<file path="src/rtl/md_seq.sv">
// Sequencer for the shared FP multiply/divide significand datapath: walks the
// multiplier pass schedule for a multiply or a Newton-Raphson divide.
//
// state  | meaning
// -------+---------------------------------------------------------------
// IDLE   | waiting for a request; in_ready high
// LOOKUP | reciprocal table read, seed loaded into x
// PASS   | one multiplier pass in flight; cnt counts down to the load cycle
// DONE   | completion held until the consumer takes it
module md_seq #(
   parameter int MUL_LAT = 2,
   parameter int NR_ITER = 3,
   parameter int TAG_W   = 4
) (
   input  logic             clk,
   input  logic             rst_n,
   input  logic             flush,
   input  logic             in_valid,
   output logic             in_ready,
   input  logic             in_fdiv,
   input  logic             in_special,
   input  logic [TAG_W-1:0] in_tag,
   output logic             mul_start,
   output logic [2:0]       mul_sel,
   output logic             lut_en,
   output logic             ld_x,
   output logic             ld_a,
   output logic             ld_q,
   output logic             ld_rem,
   output logic             busy,
   output logic             out_valid,
   input  logic             out_ready,
   output logic             out_fdiv,
   output logic [TAG_W-1:0] out_tag
);

   localparam int CNT_W = (MUL_LAT < 1) ? 1 : $clog2(MUL_LAT + 1);
   localparam int IT_W  = (NR_ITER < 2) ? 1 : $clog2(NR_ITER);
   localparam logic [CNT_W-1:0] CNT_TOP  = CNT_W'(MUL_LAT);
   localparam logic [IT_W-1:0]  IT_LAST  = IT_W'(NR_ITER - 1);

   typedef enum logic [1:0] {IDLE, LOOKUP, PASS, DONE} state_t;

   state_t             state_q, state_d;
   logic [CNT_W-1:0]   cnt_q, cnt_d;
   logic [2:0]         sel_q, sel_d;
   logic [IT_W-1:0]    it_q, it_d;
   logic               fdiv_q, fdiv_d;
   logic [TAG_W-1:0]   tag_q, tag_d;

   always_ff @(posedge clk or negedge rst_n) begin
      if (!rst_n) begin
         state_q <= IDLE;
         cnt_q   <= '0;
         sel_q   <= '0;
         it_q    <= '0;
         fdiv_q  <= 1'b0;
         tag_q   <= '0;
      end else begin
         state_q <= state_d;
         cnt_q   <= cnt_d;
         sel_q   <= sel_d;
         it_q    <= it_d;
         fdiv_q  <= fdiv_d;
         tag_q   <= tag_d;
      end
   end

   always_comb begin
      state_d   = state_q;
      cnt_d     = cnt_q;
      sel_d     = sel_q;
      it_d      = it_q;
      fdiv_d    = fdiv_q;
      tag_d     = tag_q;
      in_ready  = 1'b0;
      mul_start = 1'b0;
      mul_sel   = 3'd0;
      lut_en    = 1'b0;
      ld_x      = 1'b0;
      ld_a      = 1'b0;
      ld_q      = 1'b0;
      ld_rem    = 1'b0;
      out_valid = 1'b0;

      case (state_q)
         IDLE: begin
            in_ready = 1'b1;
            if (in_valid) begin
               fdiv_d = in_fdiv;
               tag_d  = in_tag;
               if (in_special) begin
                  state_d = DONE;
               end else if (in_fdiv) begin
                  state_d = LOOKUP;
               end else begin
                  state_d = PASS;
                  sel_d   = 3'd0;
                  cnt_d   = CNT_TOP;
               end
            end
         end
         LOOKUP: begin
            lut_en  = 1'b1;
            ld_x    = 1'b1;
            state_d = PASS;
            sel_d   = 3'd1;
            it_d    = '0;
            cnt_d   = CNT_TOP;
         end
         PASS: begin
            mul_sel   = sel_q;
            mul_start = (cnt_q == CNT_TOP);
            if (cnt_q == '0) begin
               cnt_d = CNT_TOP;
               case (sel_q)
                  3'd0: begin
                     ld_q    = 1'b1;
                     state_d = DONE;
                  end
                  3'd1: begin
                     ld_a  = 1'b1;
                     sel_d = 3'd2;
                  end
                  3'd2: begin
                     ld_x = 1'b1;
                     if (it_q == IT_LAST) begin
                        it_d  = '0;
                        sel_d = 3'd3;
                     end else begin
                        it_d  = it_q + IT_W'(1);
                        sel_d = 3'd1;
                     end
                  end
                  3'd3: begin
                     ld_q  = 1'b1;
                     sel_d = 3'd4;
                  end
                  default: begin
                     ld_rem  = 1'b1;
                     state_d = DONE;
                  end
               endcase
            end else begin
               cnt_d = cnt_q - CNT_W'(1);
            end
         end
         default: begin
            out_valid = 1'b1;
            if (out_ready) state_d = IDLE;
         end
      endcase

      // abort gates every strobe in the same cycle it is raised
      if (flush) begin
         state_d   = IDLE;
         cnt_d     = '0;
         sel_d     = '0;
         it_d      = '0;
         fdiv_d    = fdiv_q;
         tag_d     = tag_q;
         in_ready  = 1'b0;
         mul_start = 1'b0;
         mul_sel   = 3'd0;
         lut_en    = 1'b0;
         ld_x      = 1'b0;
         ld_a      = 1'b0;
         ld_q      = 1'b0;
         ld_rem    = 1'b0;
         out_valid = 1'b0;
      end
   end

   assign busy     = (state_q != IDLE);
   assign out_fdiv = fdiv_q;
   assign out_tag  = tag_q;

endmodule

</file>
<file path="config.mk">
export PLATFORM = sky130hd
export DESIGN_NAME = md_seq
export DESIGN_NICKNAME = d
export VERILOG_FILES = /design/src/rtl/md_seq.sv
export SDC_FILE = /design/constraint.sdc
export NUM_CORES = 1
export LEC_CHECK = 0
export BUFFER_PORTS_ARGS = -buffer_cell sky130_fd_sc_hd__buf_2
export CORE_MARGIN = 10
export CORE_UTILIZATION = 47
export CTS_CLUSTER_DIAMETER = 100
export DETAILED_ROUTE_END_ITERATION = 8
export PLACE_DENSITY = 0.73
export SLEW_MARGIN = 20
export SYNTH_ARGS = -nofsm -noshare
export SYNTH_HDL_FRONTEND = slang
export SYNTH_SLANG_ARGS = --single-unit
</file>
<file path="constraint.sdc">
create_clock -name clk -period 2.1 [get_ports clk]
set_clock_uncertainty 0.1 [all_clocks]
set_input_delay 0.105 -clock clk [delete_from_list [all_inputs] [get_ports clk]]
set_output_delay 0.105 -clock clk [all_outputs]
set_load 0.01 [all_outputs]
</file>
Word level (Yosys, flattened, before mapping)
Cells that the tools add are included.
W data, S select, Z words.
{"block": "word_totals", "reg_bits": 14, "out_inout_bits": 17, "wordCells": 92}
{"block": "classes", "n_addsub": 2, "eq_ne": 14, "mux": 53, "bitwise": 1, "reduce_logical": 16}
{"op": "$mux W2", "n": 17}
{"op": "$mux W1", "n": 23}
{"op": "$mux W3", "n": 7}
{"op": "$pmux W3 S3", "n": 2}
{"op": "$ne A3 B3 Y1 const B", "n": 5}
{"op": "$pmux W2 S3", "n": 2}
{"op": "$reduce_and A4 Y1", "n": 2}
{"op": "$eq A2 B2 Y1 const B", "n": 3}
{"op": "$eq A3 B2 Y1 const B", "n": 2}
{"op": "$reduce_and A3 Y1", "n": 2}
{"op": "$reduce_and A6 Y1", "n": 1}
{"op": "$reduce_or A3 Y1", "n": 2}
{"op": "$ne A5 B2 Y1 const B", "n": 1}
{"op": "$reduce_bool A5 Y1", "n": 1}
{"op": "$logic_not A2 Y1", "n": 2}
{"op": "$pmux W2 S2", "n": 1}
{"op": "$reduce_bool A4 Y1", "n": 1}
{"op": "$reduce_or A4 Y1", "n": 1}
{"op": "$eq A3 B1 Y1 const B", "n": 1}
{"op": "$logic_not A3 Y1", "n": 1}
{"op": "$ne A3 B2 Y1 const B", "n": 1}
{"op": "$reduce_bool A3 Y1", "n": 1}
{"op": "$add A2 B1 Y2 const B", "n": 1}
{"op": "$eq A2 B1 Y1 const B", "n": 1}
{"op": "other kinds (5)", "n": 5}

Longest topological paths before layout
Gate-level depths: netlist (run 1).
{"block": "logic_depth", "word_depth": 6, "ltp_mapped": 8}

Worst setup path after synthesis (run 1)
No wires, ideal clock.
{"block": "synth_path", "path_type": "reg-to-reg", "start": "reg state_q[0]", "end": "reg sel_q[0]", "setup_time_ns": 0.125, "arrival_time_ns": 1.708, "required_ns": 1.875, "setup_slack_ns": 0.167, "path_stages_with_launch": 8, "path_cell_list": "dfrtp_1 -> inv_1 -> ha_1 -> buf_6 -> or3_4 -> a21oi_2 -> a211oi_2 -> mux2_4"}
{"block": "synth_between", "elab_chain_cells": 3, "elab_cells_between_ends": 12, "classes_between": "eq/ne (7); mux (2); reduce/logical (3)"}
{"item": "start: declaration", "line": "44", "rtl": "state_t state_q, state_d;"}
{"item": "start signal: assignment", "line": "60", "rtl": "state_q <= state_d;"}
{"item": "$eq A2 B2 Y1, or another cell as far along", "line": "86", "rtl": "case (state_q)"}
{"item": "$ne A5 B2 Y1 (no source line), or another cell as far along"}
{"item": "$reduce_and A6 Y1 (no source line) or $mux W3 (tied branches)"}
{"item": "end signal: assignment", "line": "62", "rtl": "sel_q <= sel_d;"}
{"item": "end: declaration", "line": "46", "rtl": "logic [2:0] sel_q, sel_d;"}
Several ways; a longest one is shown, not always the timed one.
A chain may end at the register's enable or synchronous reset.

Final worst setup path (run 1)
{"block": "layout_path", "start": "reg state_q[1]", "end": "reg sel_q[1]"}
Same word-level chain as after synthesis.

==> results.sh, run 1 <==
export IMPL_cts_sinks=14
export IMPL_cts_buffers=3
export IMPL_ys_ff_latch=14
export IMPL_rsz0062_at_grt="true"
export IMPL_ctsRootBufferMaster="clkbuf_4"
export IMPL_clkLatencyLatePin_ns=0.28
export IMPL_post_route_period_util=1.01
export IMPL_fmax_mhz=472
export IMPL_power_density_mw_per_mm2=1100
export IMPL_wl_per_cell_um=14.3
export IMPL_status="finished, violations left"
export IMPL_areaGrowthSynthToFinish_pct=30.7
export IMPL_rows=16
export IMPL_grt_max_degree=15
export IMPL_hold_viol_final=0
export IMPL_min_period_ns=2.12
export IMPL_vias_per_cell=5.17
export IMPL_ir_worst_vdd_v=0.000781
export IMPL_setup_viol=2
export IMPL_htreeDepth=1
export IMPL_die_h_um=65.3
export IMPL_final_cells=160
export IMPL_ys_seq_area_frac=0.363
export IMPL_dr_pass1_iters=4
export IMPL_drive_gt1_frac=0.406
export IMPL_leakage_nw=0.612
export IMPL_worstRegToRegCells=6
export IMPL_portBuffers=27
export IMPL_wirelength_um=2290
export IMPL_antenna_found_initial=0
export IMPL_start_kind="flop"
export IMPL_min_path_type="input port to flop"
export IMPL_slew_viol_final=0
export IMPL_place_inst=150
export IMPL_totalNegativeSetupSlack_ns=-0.0214
export IMPL_placement_cell_area_mm2=0.00113
export IMPL_gp_congestion=0.769
export IMPL_synthTopCellsByArea="dfrtp_1, ha_1, mux2_2"
export IMPL_grt_pass1_wl_um=3720
export IMPL_cp_end_kind="flop"
export IMPL_overflow=0
export IMPL_drv_cap=0
export IMPL_cts_path_max_buffers=2
export IMPL_holdPathStages=2
export IMPL_fill_cells=171
export IMPL_yosysTopAreaCell="dfrtp_1"
export IMPL_whs_ns=0.0811
export IMPL_synth_top_area_share=0.363
export IMPL_arrival_ns=2.18
export IMPL_cp_required_ns=2.17
export IMPL_ant_nets=0
export IMPL_clkTransAtPathRegs_ns=0.08
export IMPL_yosysWarnings=0
export IMPL_syn_inst=97
export IMPL_coreArea_mm2=0.00196
export IMPL_hpwl_um=1690
export IMPL_violations="setup timing"
export IMPL_dr_first_iter_drc_count=46
export IMPL_diodes=0
export IMPL_routed_via_count=827
export IMPL_worst_pin_slew_ns=0.416
export IMPL_track_usage=0.107
export IMPL_grt_pass1_vias=856
export IMPL_fin_ws_ns=-0.0175
export IMPL_cts_tree="built"
export IMPL_netlist_area_um2=966
export IMPL_cts_setup_buffers=0
export IMPL_critPathKind="flop to flop"
export IMPL_fin_nets=152
export IMPL_design_die_area_mm2=0.00427
export IMPL_start_util=0.492
export IMPL_chipWidth_um=65.3
export IMPL_relSlewSlack=0.722
export IMPL_pin_count=28
export IMPL_design_area_mm2=0.00126
export IMPL_synth_nets=115
export IMPL_synth_avg_cell_area_um2=9.96
export IMPL_crit_fanout=6
export IMPL_drc=0
export IMPL_ys_types=32
placed cells by master (no fill, tap or decap), types with 2 or more instances in the layout:
cell type	synthesis	routed
nor3_2	0	2
a22o_1	2	2
and2_1	4	4
dfrtp_1	14	14
buf_4	0	3
nand2b_1	3	3
clkbuf_4	0	3
ha_1	7	6
dlygate4sd3_1	0	6
nor3b_1	3	3
nand2_1	5	5
nor2_1	7	7
buf_2	3	27
mux2_1	3	3
a21oi_1	6	6
nor2b_1	6	5
inv_1	6	6
mux2_4	2	2
mux2_2	7	7
timing repair:
action                                 CTS  global route
endpoints found under the hold margin   19             0
pin swaps                                0             1
gates resized for setup                  4             4
hold buffers                             6             0
setup endpoints to repair                3             7
routing by layer:
metal	global-route usage	wire length, µm	up-vias	share of wire
met4	0.0561	37	0	0.016
li1	-	-	408	-
met5	0	0	-	0
met1	0.111	950	396	0.42
met3	0.0305	123	4	0.054
met2	0.191	1180	19	0.51
synthesized netlist by cell type:
cell / instances
a21oi_1: 6
nor2_1: 7
o21ai_1: 1
inv_1: 6
o21bai_2: 1
nor2b_1: 6
o21ai_0: 1
nor3_1: 3
a211oi_2: 1
xor2_1: 1
nand2_1: 5
mux2i_1: 1
and2_1: 4
a22o_1: 2
a21oi_2: 1
nor4_1: 1
ha_1: 7
mux2_1: 3
nand3_1: 1
nor3b_1: 3
nor4b_1: 1
a31oi_1: 1
nand2b_1: 3
buf_2: 3
o21a_1: 1
mux2_2: 7
and4bb_2: 1
buf_6: 1
or3_4: 1
nand4_1: 1
mux2_4: 2
dfrtp_1: 14
through the flow:
stage	setup WS (ns)	total power, mW	util
finish	-0.0175	1.39	0.643
global placement	0.155	1.13	0.577
floorplan	0.167	0.941	-
global route	-0.0867	1.49	0.643
CTS	0.0261	1.38	0.633
detailed placement	0.105	1.15	0.577
registers in the layout, indices dropped and copies added, names as in the netlist:
name	count
sel_q	3
state_q	2
out_tag	4
out_fdiv	1
it_q	2
cnt_q	2
kinds of logic (layout without fill, tap and decap cells):
kind of cell,after synthesis,after routing,synth area share
compound gates,15,15,0.108
xor+xnor,1,1,0.00907
fa+ha+maj,7,7,0.0907
simple gates,37,37,0.222
flops,14,14,0.363
buf+inv,10,46,0.0505
mux,13,13,0.158
worst paths after layout:
path	startpoint	endpoint	slack (ns)
min reg2reg	out_tag[0]	out_tag[0]	0.40
min in group asynchronous	rst_n	cnt_q[0]	0.14
max reg2reg	state_q[1]	sel_q[1]	-0.02
min	flush	it_q[0]	0.08
max in group asynchronous	rst_n	state_q[1]	1.51
max	state_q[1]	sel_q[1]	-0.02
layout make-up:
class | instances | area (µm²) | share of cell area
sequential | 14 | 350 | 0.278
tap | 27 | 33.8 | 0.0268
multi-input combinational | 73 | 602 | 0.477
timing repair buffer | 36 | 218 | 0.172
clock buffer | 4 | 36.3 | 0.0287
inverter | 6 | 22.5 | 0.0178
report_power, final:
part | total, mW | switching (mW) | internal [mW]
sequential | 0.434 | 0.0766 | 0.357
combinational | 0.761 | 0.393 | 0.368
clock | 0.192 | 0.0869 | 0.105
total | 1.39 | 0.556 | 0.830
worst max-delay path: stages, from the launching register on:
cell and delay, ns:
dfrtp_1 0.46, inv_1 0.12, ha_1 0.26, o21ai_1 0.20, a21oi_2 0.11, a211oi_2 0.41
mux2_4 0.34
No activity file was read; power rests on OpenSTA's default activity.
==> inputs of run 2 (changes only) <==
--- a/config.mk
+++ b/config.mk
@@ -5,6 +5,7 @@
 export SDC_FILE = /design/constraint.sdc
 export NUM_CORES = 1
 export LEC_CHECK = 0
+export ABC_AREA = 1
 export BUFFER_PORTS_ARGS = -buffer_cell sky130_fd_sc_hd__buf_2
 export CORE_MARGIN = 10
 export CORE_UTILIZATION = 47
==> run 2 against run 1 <==
- the run now ends clean
- sequential power grew 2%
- global-route usage up 1.2 points
- critical path type is now flop to primary output
- first-iteration DRC count up 24%
- final area rose by 5.5%
- hold slack got worse by 0.057 ns
- synthesized cell count up 49%
- via count up 26%
- critical endpoint is now mul_sel[2]
- total power rose by 4.7%
- combinational power is 5.7% higher
==> results.sh, run 2 <==
export IMPL_status="completed"
export IMPL_design_area_mm2=0.00133
export IMPL_synth_nets=163
export IMPL_track_usage=0.120
export IMPL_routed_via_count=1041
export IMPL_chipWidth_um=67.1
export IMPL_postLayoutCoreUtil=0.614
export IMPL_drive_gt1_frac=0.304
export IMPL_whs_ns=0.0236
export IMPL_final_cells=213
export IMPL_crit_fanout=6
export IMPL_synth_edf_count=0
export IMPL_yosysWarnings=0
export IMPL_p_int_mw=0.767
export IMPL_switching_share=0.472
export IMPL_pwr_share_clk=0.142
export IMPL_ys_types=24
export IMPL_synth_commonest_cells="nand2_1, inv_1, nor2_1"
export IMPL_p_sw_mw=0.684
export IMPL_seqPwrFrac=0.304
export IMPL_totalNegativeSetupSlack_ns=0
export IMPL_placement_cell_area_mm2=0.00120
export IMPL_hold_viol_final=0
export IMPL_dr_first_iter_drc_count=57
export IMPL_post_synth_top_count_cell="nand2_1"
export IMPL_fin_nets=203
export IMPL_finalPower_mw=1.45
export IMPL_cts_tree="built"
export IMPL_rows=17
export IMPL_ctsRootBufferMaster="clkbuf_4"
export IMPL_overflow=0
export IMPL_ys_async_sr_fraction=1.00
export IMPL_htreeDepth=1
export IMPL_synth_avg_cell_area_um2=7.20
export IMPL_design_die_area_mm2=0.00451
export IMPL_areaGrowthSynthToFinish_pct=27.6
export IMPL_clkLatencyLatePin_ns=0.29
export IMPL_fmax_mhz=500
export IMPL_cts_path_max_buffers=2
export IMPL_post_route_period_util=0.953
export IMPL_syn_inst=145
export IMPL_ir_worst_vdd_v=0.000663
export IMPL_arrival_ns=1.80
export IMPL_die_h_um=67.1
export IMPL_drc=0
export IMPL_min_path_type="input port to flop"
export IMPL_vias_per_cell=4.89
export IMPL_wl_per_cell_um=12.3
export IMPL_place_inst=199
export IMPL_critPathKind="flop to primary output"
export IMPL_ant_nets=0
export IMPL_worst_pin_slew_ns=0.318
export IMPL_final_cell_mix="nand2_1, buf_2, inv_1, nor2_1, nand3_1"
export IMPL_slew_viol_final=0
export IMPL_fill_cells=219
export IMPL_antenna_found_initial=0
export IMPL_leakage_nw=0.731
export IMPL_comb_power_share=0.554
export IMPL_grt_pass1_vias=998
export IMPL_cp_required_ns=1.89
export IMPL_multi_input_area_um2=608
export IMPL_gp_congestion=0.858
export IMPL_synthTopCellsByArea="dfrtp_1, nand2_1, ha_1"
export IMPL_ys_seq_area_frac=0.336
export IMPL_cp_end_kind="primary output"
export IMPL_portBuffers=27
export IMPL_wirelength_um=2610
export IMPL_pin_count=28
export IMPL_yosysTopAreaCell="dfrtp_1"
export IMPL_coreArea_mm2=0.00217
export IMPL_netlist_area_mm2=0.00104
export IMPL_synthFlopType="dfrtp_1"
export IMPL_fin_ws_ns=0.0991
export IMPL_layout_commonest_cell="nand2_1"
export IMPL_grt_max_degree=15
export IMPL_cts_buffers=3
export IMPL_dr_pass1_iters=5
export IMPL_cts_sinks=14
export IMPL_pre_cts_ws_ns=0.412
export IMPL_min_period_ns=2.00
export IMPL_ys_ff_latch=14
export IMPL_synth_top_area_share=0.336
export IMPL_register_area_um2=352
export IMPL_power_density_mw_per_mm2=1090
export IMPL_start_kind="flop"
export IMPL_setup_viol=0
export IMPL_grt_pass1_wl_um=4270
export IMPL_drv_cap=0
export IMPL_relSlewSlack=0.788
export IMPL_clkTransAtPathRegs_ns=0.10
export IMPL_largest_register_ffs=4
export IMPL_hpwl_um=2010
export IMPL_start_util=0.481
-- run 2: changes by cell type in the layout (fill, tap and decap cells not counted), sizes merged, moves of 4 or more --
cell   change
nand2     +41
nor2      +16
nand3     +15
inv       +14
mux2      -12
o21ai      +7
nor2b      -6
a21oi      -4
and2       -4
-- run 2: worst max-delay path: stages (launching register included) --
cell and delay, ns:
dfrtp_2 0.45, inv_1 0.11, ha_1 0.20, inv_1 0.12, nor2_4 0.19, buf_4 0.15
inv_2 0.05, nor2_1 0.09, buf_2 0.15
-- run 2: repair_timing --
action,in CTS,in global routing
hold buffers,6,0
hold endpoints to repair,19,0
gates resized for setup,0,2
setup buffers,0,3
setup endpoints to repair,0,2
-- run 2: final timing paths --
path,start,end,slack (ns),cells after the start
hold / removal,in_valid,out_tag[3],0.02,3
setup / recovery,state_q[0],mul_sel[2],0.1,8
hold reg to reg,out_tag[3],out_tag[3],0.37,2
setup reg to reg,state_q[0],sel_q[0],0.35,10
min in group asynchronous,rst_n,sel_q[2],0.12,2
max in group asynchronous,rst_n,state_q[0],1.52,2
-- run 2: cell type report --
| cell class | count | area share |
|---|---|---|
| Multi-Input combinational cell | 110 | 0.457 |
| Sequential cell | 14 | 0.264 |
| Clock buffer | 4 | 0.0273 |
| Timing Repair Buffer | 36 | 0.164 |
| Antenna cell | 1 | 0.00188 |
| Tap cell | 28 | 0.0263 |
| Inverter | 20 | 0.0602 |
-- run 2: power groups by stage --
stage          registers, mW  logic (mW)  clock network (mW)
6_report               0.441       0.804               0.206
5_1_grt                0.456       0.915               0.219
4_1_cts                0.438       0.785               0.207
3_5_place_dp           0.442       0.770                   0
3_3_place_gp           0.437       0.759                   0
2_1_floorplan          0.453       0.545                   0
-- run 2: kinds of logic after synthesis --
| kind of cell | Yosys count | share of synthesized area |
|---|---|---|
| buffers and inverters | 21 | 0.0875 |
| flip-flops | 14 | 0.336 |
| AO/OA/AOI/OAI | 13 | 0.0719 |
| AND/OR/NAND/NOR | 90 | 0.421 |
| adder cells (fa/ha/maj) | 7 | 0.0839 |
-- run 2: layer usage --
metal / global-route usage / wire [µm] / vias up
met4: 0.0641 / 63 / 0
met1: 0.134 / 1070 / 469
met5: 0 / 0 / -
met3: 0.0369 / 132 / 9
met2: 0.198 / 1350 / 28
li1: - / - / 535
==> inputs of run 3 (changes only) <==
--- a/config.mk
+++ b/config.mk
@@ -8,10 +8,10 @@
 export ABC_AREA = 1
 export BUFFER_PORTS_ARGS = -buffer_cell sky130_fd_sc_hd__buf_2
 export CORE_MARGIN = 10
-export CORE_UTILIZATION = 47
+export CORE_UTILIZATION = 55
 export CTS_CLUSTER_DIAMETER = 100
 export DETAILED_ROUTE_END_ITERATION = 8
-export PLACE_DENSITY = 0.73
+export PLACE_DENSITY = 0.83
 export SLEW_MARGIN = 20
 export SYNTH_ARGS = -nofsm -noshare
 export SYNTH_HDL_FRONTEND = slang
==> constraint.sdc (replaced) <==
create_clock -name clk -period 2.32 [get_ports clk]
set_clock_uncertainty 0.1 [all_clocks]
set_input_delay 0.116 -clock clk [delete_from_list [all_inputs] [get_ports clk]]
set_output_delay 0.116 -clock clk [all_outputs]
set_load 0.01 [all_outputs]
==> run 3 against run 2 <==
- final cell count shrank 3.8%
- worst setup slack gained 0.17 ns
- core utilization grew 11 points
- largest cell class unchanged
- first-iteration DRC count shrank 46%
- die area shrank 10%
- sequential share of layout area grew 0.85 points
==> results.sh, run 3 (same netlist as run 2, synthesis figures left out) <==
export IMPL_status="completed"
export IMPL_pin_count=28
export IMPL_comb_power_share=0.549
export IMPL_reg2reg_setup_slack_ns=0.63
export IMPL_power_density_mw_per_mm2=999
export IMPL_ctsRootBufferMaster="clkbuf_4"
export IMPL_p_int_mw=0.677
export IMPL_rsz0062_at_grt="false"
export IMPL_crit_fanout=9
export IMPL_largest_register_ffs=4
export IMPL_ir_worst_vdd_v=0.000587
export IMPL_routed_via_count=1016
export IMPL_hpwl_um=1950
export IMPL_setup_worst_path_start="state_q[0]"
export IMPL_cts_buffers=3
export IMPL_switching_share=0.473
export IMPL_fmax_mhz=487
export IMPL_cts_tree="built"
export IMPL_min_path_type="input port to flop"
export IMPL_holdPathStages=3
export IMPL_worstRegToRegCells=9
export IMPL_dr_pass1_iters=4
export IMPL_cp_required_ns=2.10
export IMPL_layout_commonest_cell="nand2_1"
export IMPL_cp_end_kind="primary output"
export IMPL_hold_end="out_fdiv"
export IMPL_antenna_found_initial=0
export IMPL_chipWidth_um=63.6
export IMPL_wl_per_cell_um=12.1
export IMPL_clkTransAtPathRegs_ns=0.09
export IMPL_crit_top_cell="inv_1"
export IMPL_worstReg2RegStart="state_q[0]"
export IMPL_hp_start="in_fdiv"
export IMPL_worst_pin_slew_ns=0.336
export IMPL_cts_sinks=14
export IMPL_fin_nets=199
export IMPL_cp_num_buf_inv=3
export IMPL_leakage_nw=0.712
export IMPL_dr_first_iter_drc_count=31
export IMPL_critPathKind="flop to primary output"
export IMPL_rows=15
export IMPL_post_route_period_util=0.886
export IMPL_cp_top_family="simple AND/OR/NAND/NOR gates"
export IMPL_areaGrowthSynthToFinish_pct=23.1
export IMPL_htreeDepth=1
export IMPL_drive_gt1_frac=0.283
export IMPL_diodes=0
export IMPL_cts_setup_buffers=0
export IMPL_slew_viol_final=0
export IMPL_ant_nets=0
export IMPL_min_period_ns=2.05
export IMPL_totalNegativeSetupSlack_ns=0
export IMPL_drc=0
export IMPL_clkLatencyLatePin_ns=0.29
export IMPL_grt_pass1_vias=971
export IMPL_design_area_mm2=0.00128
export IMPL_final_cell_mix="nand2_1, buf_2, inv_1, nor2_1, nand3_1"
export IMPL_start_util=0.591
export IMPL_drv_cap=0
export IMPL_portBuffers=27
export IMPL_seqPwrFrac=0.309
export IMPL_die_h_um=63.6
export IMPL_vias_per_cell=4.96
export IMPL_grt_pass1_wl_um=4180
export IMPL_hold_viol_final=0
export IMPL_track_usage=0.125
export IMPL_r2r_end="sel_q[0]"
export IMPL_setup_viol=0
export IMPL_gp_congestion=0.854
export IMPL_overflow=0
export IMPL_start_kind="flop"
export IMPL_coreArea_mm2=0.00176
export IMPL_grt_max_degree=15
export IMPL_critPathSlowestCell="dfrtp_1"
export IMPL_pwr_share_clk=0.142
export IMPL_placement_cell_area_mm2=0.00120
export IMPL_critPathMaxStageDelay_ns=0.45
export IMPL_relSlewSlack=0.776
export IMPL_wirelength_um=2490
export IMPL_design_die_area_mm2=0.00404
export IMPL_cts_path_max_buffers=2
export IMPL_p_sw_mw=0.607
export IMPL_arrival_ns=1.84
export IMPL_crit_chain="inv_1 > ha_1 > inv_1 > nor2_4 > nand2_1 > nor4_1 > buf_2"
==> run 3: tightest hold or removal path: cells and delay by family <==
kind            cells  cell delay, ns
compound gates      1            0.08
buf+inv             2            0.16
==> run 3: worst max-delay path by stage <==
| stage | cells past startpoint | slack, ns | to |
|---|---|---|---|
| CTS | 7 | 0.27 | ld_a |
| floorplan | 6 | 0.73 | ld_a |
| global route | 7 | 0.08 | ld_a |
| detailed placement | 7 | 0.61 | ld_a |
| finish | 7 | 0.27 | ld_a |
| global placement | 7 | 0.69 | ld_a |
==> run 3: final cells by class <==
cell class	count	area, µm²
Multi-Input combinational cell	110	602
Fill cell	155	479
Sequential cell	14	350
Timing Repair Buffer	32	185
Inverter	20	80.1
Clock buffer	4	36.3
Tap cell	25	31.3
==> run 3: power by group through the flow <==
stage | Clock, mW | Sequential [mW] | Combinational (mW)
final | 0.183 | 0.397 | 0.705
after CTS | 0.187 | 0.396 | 0.709
after floorplan | 0 | 0.410 | 0.494
after detailed placement | 0 | 0.399 | 0.700
after global placement | 0 | 0.395 | 0.688
after global routing | 0.197 | 0.412 | 0.800
==> run 3: metrics by stage <==
step	instances	utilization	power (mW)	setup slack (ns)	hold slack, ns
after global routing	205	0.728	1.41	0.0831	0.0513
final	205	0.728	1.28	0.265	0.0153
after floorplan	145	-	0.903	0.726	-0.280
after CTS	205	0.728	1.29	0.268	0.0162
after detailed placement	196	0.679	1.10	0.613	-0.0643
after global placement	196	0.679	1.08	0.693	-0.0810
==> run 3: routing by layer <==
metal	share of wire	track usage	vias up
met5	0	0	-
met4	0.028	0.0683	0
met3	0.035	0.0283	7
met2	0.51	0.215	21
met1	0.42	0.138	465
li1	-	-	523
==> run 3: what timing repair did <==
action | CTS | global route
hold endpoints to repair | 18 | 0
resized for setup | 0 | 0
hold buffers | 5 | 0
